File: src/rtl/bram_writer.sv
// Buffers producer words in a small FIFO and writes them to consecutive BRAM
// addresses, one write per cycle, for a session of numWrites words.
//
// state  | meaning
// s_idle | waiting for start; wordsWritten holds the last session's count
// s_run  | accepting words into the FIFO and strobing BRAM writes
// s_done | one-cycle done pulse, then back to s_idle
module bram_writer #(
    parameter int BRAM_ADDR_SIZE = 15,
    parameter int BRAM_DATA_SIZE = 32,
    parameter int FIFO_DEPTH     = 16
) (
    input  logic                      clk,
    input  logic                      resetN,
    input  logic                      clear,
    input  logic                      start,
    input  logic [15:0]               baseAddr,
    input  logic [15:0]               numWrites,
    input  logic                      inValid,
    input  logic [BRAM_DATA_SIZE-1:0] inData,
    input  logic                      testStallPop,
    output logic                      inReady,
    output logic                      busy,
    output logic                      done,
    output logic [15:0]               wordsWritten,
    output logic [BRAM_ADDR_SIZE-1:0] addr,
    output logic [BRAM_DATA_SIZE-1:0] writeData,
    output logic                      bramEnable,
    output logic                      bramWe
);

    localparam int              PTR_W   = $clog2(FIFO_DEPTH);
    localparam logic [PTR_W:0]  DEPTH_C = (PTR_W + 1)'(FIFO_DEPTH);

    typedef enum logic [1:0] {
        s_idle = 2'd0,
        s_run  = 2'd1,
        s_done = 2'd2
    } state_t;

    state_t                    state_q;
    logic [15:0]               num_q;
    logic [15:0]               accepted_q;
    logic [15:0]               written_q;
    logic [BRAM_ADDR_SIZE-1:0] next_addr_q;
    logic [BRAM_ADDR_SIZE-1:0] addr_q;
    logic [BRAM_DATA_SIZE-1:0] wdata_q;
    logic [BRAM_DATA_SIZE-1:0] mem_q [FIFO_DEPTH];
    logic [PTR_W-1:0]          wr_ptr_q;
    logic [PTR_W-1:0]          rd_ptr_q;
    logic [PTR_W:0]            count_q;
    logic                      busy_q;
    logic                      done_q;
    logic                      strobe_q;

    logic in_run;
    logic push;
    logic pop;

    assign in_run  = (state_q == s_run);
    assign inReady = in_run && (count_q != DEPTH_C) && (accepted_q < num_q);
    assign push    = inValid && inReady;
    // The stall hook only holds back pops; acceptance keeps filling the FIFO.
    assign pop     = in_run && (count_q != '0) && (written_q < num_q) && !testStallPop;

    always_ff @(posedge clk) begin
        if (push) begin
            mem_q[wr_ptr_q] <= inData;
        end
    end

    always_ff @(posedge clk) begin
        if (!resetN) begin
            state_q     <= s_idle;
            num_q       <= '0;
            accepted_q  <= '0;
            written_q   <= '0;
            next_addr_q <= '0;
            addr_q      <= '0;
            wdata_q     <= '0;
            wr_ptr_q    <= '0;
            rd_ptr_q    <= '0;
            count_q     <= '0;
            busy_q      <= 1'b0;
            done_q      <= 1'b0;
            strobe_q    <= 1'b0;
        end else if (!clear) begin
            state_q    <= s_idle;
            accepted_q <= '0;
            wr_ptr_q   <= '0;
            rd_ptr_q   <= '0;
            count_q    <= '0;
            busy_q     <= 1'b0;
            done_q     <= 1'b0;
            strobe_q   <= 1'b0;
        end else begin
            strobe_q <= pop;
            done_q   <= 1'b0;

            if (pop) begin
                addr_q      <= next_addr_q;
                next_addr_q <= next_addr_q + 1'b1;
                wdata_q     <= mem_q[rd_ptr_q];
                rd_ptr_q    <= rd_ptr_q + 1'b1;
                written_q   <= written_q + 16'd1;
            end

            if (push) begin
                wr_ptr_q   <= wr_ptr_q + 1'b1;
                accepted_q <= accepted_q + 16'd1;
            end

            case ({push, pop})
                2'b10:   count_q <= count_q + 1'b1;
                2'b01:   count_q <= count_q - 1'b1;
                default: count_q <= count_q;
            endcase

            case (state_q)
                s_idle: begin
                    if (start) begin
                        num_q       <= numWrites;
                        next_addr_q <= BRAM_ADDR_SIZE'(baseAddr);
                        accepted_q  <= '0;
                        written_q   <= '0;
                        busy_q      <= 1'b1;
                        state_q     <= s_run;
                    end
                end
                s_run: begin
                    // Leaves one edge after the last strobe, so the final write is never cut short.
                    if (written_q == num_q) begin
                        busy_q  <= 1'b0;
                        done_q  <= 1'b1;
                        state_q <= s_done;
                    end
                end
                s_done: begin
                    state_q <= s_idle;
                end
                default: begin
                    state_q <= s_idle;
                end
            endcase
        end
    end

    assign busy         = busy_q;
    assign done         = done_q;
    assign wordsWritten = written_q;
    assign addr         = addr_q;
    assign writeData    = wdata_q;
    assign bramEnable   = strobe_q;
    assign bramWe       = strobe_q;

endmodule

File: config.mk
export PLATFORM = sky130hd
export DESIGN_NAME = bram_writer
export DESIGN_NICKNAME = d
export VERILOG_FILES = /design/src/rtl/bram_writer.sv
export SDC_FILE = /design/constraint.sdc
export NUM_CORES = 1
export LEC_CHECK = 0
export CAP_MARGIN = 20
export CORE_UTILIZATION = 40
export DETAILED_ROUTE_END_ITERATION = 10
export PLACE_DENSITY = 0.58
export SLEW_MARGIN = 20
export SYNTH_ARGS = -nofsm -noshare
export SYNTH_HDL_FRONTEND = slang
export SYNTH_SLANG_ARGS = --single-unit
File: constraint.sdc
create_clock -name clk -period 4.8 [get_ports clk]
set_input_delay 0.96 -clock clk [delete_from_list [all_inputs] [get_ports clk]]
set_output_delay 0.96 -clock clk [all_outputs]
set_load 0.03 [all_outputs]
==> flow_summary.toml, run 1 <==
[grt]
grt_util_met3_pct = 3.580
use_met1_pct = 26.76
top_usage_layer = "met2"
grtUsageTotal_pct = 19.05
grt_pass1_wl_um = 90830
grt-ovfl-total = 0
grt_pass1_vias = 14380
met2_usage_pct = 30.61
grt_max_degree = 56
antenna_found_initial = 1

[sta]
slew-limit-headroom_pct = 40.48
tns_ps = 0
hold_viol = 0
tightest_slew_ps = 892.8
final_max_slew_viol_count = 0
fin_crit_sh_pct = 78.14
skew_ps = 20.61
holdWs_ps = 451.3
fmax_mhz = 266.6
grt_setup_unrepaired = "no"
setup-violations-final = 0
period_needed_ps = 3751

[cells_and_area]
layout-drive-gt1-share_pct = 18.87
post-route-util_pct = 48.00
diodes = 0
fillers = 5275
fin_nets = 1808
syn_to_final_growth_pct = 18.51

[synth]
netlist_top_cells_count = "512 x edfxtp_1, 166 x nand2_1, 160 x mux4_2, 128 x dfxtp_1, 114 x a21oi_1"
yosysMostFrequentCell = "edfxtp_1"
synth_top_area_share_pct = 60.07
synth.area.top_cells = "edfxtp_1 60%, mux4_2 14%, dfxtp_1 10%, nand2_1 2.4%, a21oi_1 2.2%"
seq_area_frac_synth_pct = 70.08
synth-simple-area-share_pct = 6.399
yosys.area.top_type = "edfxtp_1"
syn_area_sq_mm = 0.02560
synth_xor_area_share_pct = 0.2737
synthFlopType = "edfxtp_1"
ys_ff_latch = 640
synth_top_family_by_area = "multiplexers"
syn_inst = 1525
muxShareOfSynthArea_pct = 14.08
synthAdderAreaFrac_pct = 2.180
async_flop_share_pct = 0
yosysWarnings = 0
synth_nets = 1639
synth_edf_count = 512
ys_types = 63
synth_compound_area_share_pct = 5.103
postSynthAreaPerCell_sq_um = 16.78

[floorplan]
die_h_um = 255.0
die_x_um = 255.0
io_pins = 138
dieArea_sq_mm = 0.06500
rows = 92
start_util_pct = 40.50
core_sq_mm = 0.06320

[drt]
antenna_left = 0
drc = 0
vias = 14300
drtIter0Drc = 1172
drt-total-wl_um = 60710
vias_per_cell = 5.511
wl_per_cell_um = 23.39
drt_first_pass_iters = 4

[setup_path]
rrSetupSlack_ps = 1120
crit_type = "flip-flop to output port"
rr_startpoint = "num_q[7]"
rr_worst_depth = 16
crit_path_end_kind = "output port"
r2r-end = "count_q[4]"
crit_fanout = 2
worstPathArrival_ps = 2790
start_kind = "flip-flop"
critPathRequiredTime_ps = 3840

[placed_design]
port_buffers = 136
gp_congestion = 0.8113
hpwl_um = 35590

[worst_hold_path]
hp-class = "flip-flop to flip-flop"
hold_depth = 2
worstHoldEndpoint = "addr[4]"
hp-start = "addr[4]"

[clocking]
ctsHtreeMaxLevel = 3
cts.sinks = 640
hold_buffers = 0
cts_made_buffers = 70
cts-resized-gates = 0
cts_tree = "yes"
worstSkewPairLatency_ps = 600
cts-root-buf = "clkbuf_16"
clock_path_buffers = 3
clk_pin_slew_ps = 60
postCtsSetupBuffers = 0

[run]
cap_violations = 0

[power]
finalPower_uw = 11420
leakagePower_uw = 0.009395
peakVddDrop_v = 0.0003401
power.density_mw_per_mm2 = 376.3

[outcome]
status = "completed"
## state kept, by name, indices dropped and copies added, names as in the netlist
register and cells:
wordsWritten 16, done 1, wr_ptr_q 4, accepted_q 16, num_q 16, mem_q 512
rd_ptr_q 4, busy 1, count_q 5, writeData 32, bramEnable 1, next_addr_q 15
state_q 2, addr 15
## routing by layer
| metal | part of all wire [%] | vias to the layer above |
|---|---|---|
| li1 | - | 6415 |
| met1 | 45 | 7410 |
| met2 | 48 | 385 |
| met3 | 5.1 | 88 |
| met4 | 1.8 | 2 |
| met5 | 0.015 | - |
## final cells by class
class / instances / area, sq um / area share (%)
well taps: 846 / 1059 / 3.490
flip-flops and latches: 640 / 17950 / 59.17
repair buffers: 183 / 1789 / 5.898
clock buffers: 101 / 1982 / 6.534
inverters: 38 / 142.6 / 0.4702
clock inverters: 26 / 219.0 / 0.7218
multi-input cells: 761 / 7196 / 23.72
## through the flow
stage | worst slack, ps | cells | area [sq um]
3_3_place_gp | 602.8 | 2468 | 28130
5_1_grt | 758.3 | 2595 | 30330
4_1_cts | 1004 | 2595 | 30330
2_1_floorplan | 1185 | 1525 | 25600
3_5_place_dp | 622.2 | 2468 | 28130
6_report | 1049 | 2595 | 30330
## critical path, cell delays in order, from the launching register on
cell             delay [ps]
dfxtp_1                 320
inv_1                    70
ha_1                    320
a21o_1                  170
a21o_1                  180
a221oi_2                250
o21a_1                  210
clkdlybuf4s50_1         680
## cell families after synthesis
group                    Yosys count
multiplexers                     160
XOR/XNOR                           8
buffers and inverters            124
adder cells (fa/ha/maj)           44
AND/OR/NAND/NOR                  338
flip-flops                       640
AO/OA/AOI/OAI                    211
## power breakdown
group	internal, uW	switching (uW)	total, uW
clock network	2950	2160	5100
registers	6010	19.8	6030
logic	110	176	286
total	9060	2350	11400
## cell usage in the layout (no fill, tap or decap), types with 6 or more instances in the layout
cell type	instances
nor2b_1	7
dfxtp_1	124
clkinv_2	10
clkbuf_1	23
clkbuf_16	73
buf_4	41
a21oi_1	114
clkinv_1	11
buf_12	6
edfxtp_1	512
clkdlybuf4s50_1	136
or3_1	8
nand4_1	14
mux4_2	160
nor4_1	10
nor2_1	33
o31ai_1	20
inv_1	35
nor3_1	6
ha_1	43
nand2_1	166
nand3_1	29
o21ai_0	22
and3_2	16
or4_1	22
## how the worst max path moves through the flow
stage                            start          to  depth (start not counted)
after floorplan           testStallPop  count_q[4]                         14
after global placement    testStallPop  count_q[4]                         14
after detailed placement  testStallPop  count_q[4]                         14
after CTS                    num_q[13]     inReady                          7
after global routing          num_q[5]  count_q[4]                         16
final                        num_q[13]     inReady                          7
(Power assumes the default switching activity.)
==> run 2: changes to the inputs <==
- PLACE_DENSITY: 0.58 -> 0.6
- clock period: 4.8 -> 3.37 ns (I/O delays scaled with it)
==> run 2 against run 1 <==
Against the previous run: design area grew 1.0%; worst hold slack better by 2.2 ps; setup slack worse by 900 ps; cell count rose by 0.77%; non-clock buffer count up 23; register-to-register slack got worse by 850 ps; global-route usage shrank 0.095 points; critical endpoint unchanged; largest power group unchanged; highest routed layer unchanged.
==> flow_summary.toml, run 2 (synthesized netlist as in run 1, its figures left out) <==
[outcome]
status = "completed"

[cells_and_area]
fin_nets = 1829
largest_reg_flops = 512
top_register = "mem_q"
layoutNonFillerInstCount = 2615
layout-drive-gt1-share_pct = 21.15
final_area_sq_mm = 0.03064
final_cell_mix = "512 x edfxtp_1, 166 x nand2_1, 160 x mux4_2"
syn_to_final_growth_pct = 19.72
layout_commonest_cell = "edfxtp_1"

[setup_path]
crit_family = "compound AO/OA/AOI/OAI gates"
start_kind = "flip-flop"
path_cells = "inv_1, ha_1, a21o_1, a21o_1, a221oi_2, o21a_1, clkdlybuf4s15_1"
path_buf_inv = 2
path_common_cell = "a21o_1"
crit_path_end_kind = "output port"
crit_fanout = 2
worstPathArrival_ps = 2550
slowest_delay_ps = 380
crit_type = "flip-flop to output port"
critPathRequiredTime_ps = 2700
critical_path.slowest_cell = "clkdlybuf4s15_1"

[clocking]
cts_tree = "yes"
clock_path_buffers = 3
cts.sinks = 640
cts_made_buffers = 68
worstSkewPairLatency_ps = 620
hold_buffers = 0
clk_pin_slew_ps = 60
ctsHtreeMaxLevel = 3
cts-root-buf = "clkbuf_16"

[drt]
vias_per_cell = 5.473
drt_first_pass_iters = 5
drc = 0
wl_per_cell_um = 22.96
vias = 14310
antenna_left = 0
drt-total-wl_um = 60040
drtIter0Drc = 1218

[grt]
grt_pass1_wl_um = 90560
grt_max_degree = 47
antenna_found_initial = 4
grt_pass1_vias = 14430
grt-ovfl-total = 0
grtUsageTotal_pct = 18.95

[floorplan]
start_util_pct = 40.50
rows = 92
die_x_um = 255.0
die_h_um = 255.0
core_sq_mm = 0.06320
dieArea_sq_mm = 0.06500
io_pins = 138

[sta]
slew-limit-headroom_pct = 53.20
hold_viol = 0
fmax_mhz = 310.2
fin_crit_sh_pct = 95.67
tns_ps = 0
setup-violations-final = 0
tightest_slew_ps = 702.0
holdWs_ps = 453.4
skew_ps = 25.86
period_needed_ps = 3224
final_max_slew_viol_count = 0

[run]
cap_violations = 0

[power]
peakVddDrop_v = 0.0004463
leakagePower_uw = 0.009525
power.density_mw_per_mm2 = 527.3

[placed_design]
port_buffers = 136
dpl-instance-area_sq_mm = 0.02848
placed_cells = 2490
hpwl_um = 35340
gp_congestion = 0.8451

[worst_hold_path]
hp-class = "flip-flop to flip-flop"
## run 2: cell types whose count changed in the layout (fill, tap and decap cells not counted), sizes merged, moves of 2 or more
cell / change
buf: +23
clkinvlp: +5
inv: +6
clkinv: -3
bufinv: +2
clkbuf: -14
## run 2: repair_timing
item	CTS	global route
buffers inserted	0	1
endpoints found under the setup margin	1	3
gates resized for setup	1	8
pin swaps	0	2
endpoints found under the hold margin	0	0
cloned	0	0
## run 2: routing by layer
layer / track usage [%] / vias up / wire [um]
li1: - / 6451 / -
met1: 26.02 / 7361 / 26160
met2: 30.49 / 391 / 29020
met3: 3.702 / 102 / 3342
met4: 5.937 / 6 / 1471
met5: 0 / - / 40
## run 2: worst reg2reg max path: stages (launching register included)
cell and delay [ps]:
dfxtp_1 320, inv_1 80, ha_1 330, a21o_1 180
a21o_1 180, a221oi_2 260, o211a_2 260, inv_2 50
ha_2 180, buf_4 140, ha_1 270, a21o_1 180
a21oi_1 180, xor2_1 170, nor2_1 50, a21oi_1 110
nor2_1 50
## run 2: per-stage QoR
step	total power [uW]	utilization (%)	setup WS, ps
6_report	16160	48.49	146.0
5_1_grt	16670	48.49	-15.52
4_1_cts	16350	48.45	126.9
3_5_place_dp	9164	45.07	-198.7
3_3_place_gp	9146	45.07	-184.1
2_1_floorplan	8922	-	14.18
## run 2: final timing paths
| kind | from | to | slack, ps | cells past startpoint |
|---|---|---|---|---|
| setup / recovery | num_q[13] | inReady | 150 | 7 |
| setup reg to reg | num_q[13] | count_q[3] | 270 | 16 |
| hold reg to reg | writeData[1] | writeData[1] | 450 | 2 |
| hold / removal | writeData[1] | writeData[1] | 450 | 2 |
## run 2: power breakdown
part           internal (uW)  switching (uW)  total, uW
Clock                   4090            3070       7160
Sequential              8550            28.9       8580
Combinational            166             251        417
## run 2: layout make-up
cell class,count,area [sq um]
clock inverters,36,320.3
inverters,38,142.6
flip-flops and latches,640,17960
clock buffers,87,1813
fillers,5270,32550
repair buffers,206,2137
diodes,1,2.502
multi-input cells,761,7211
well taps,846,1059
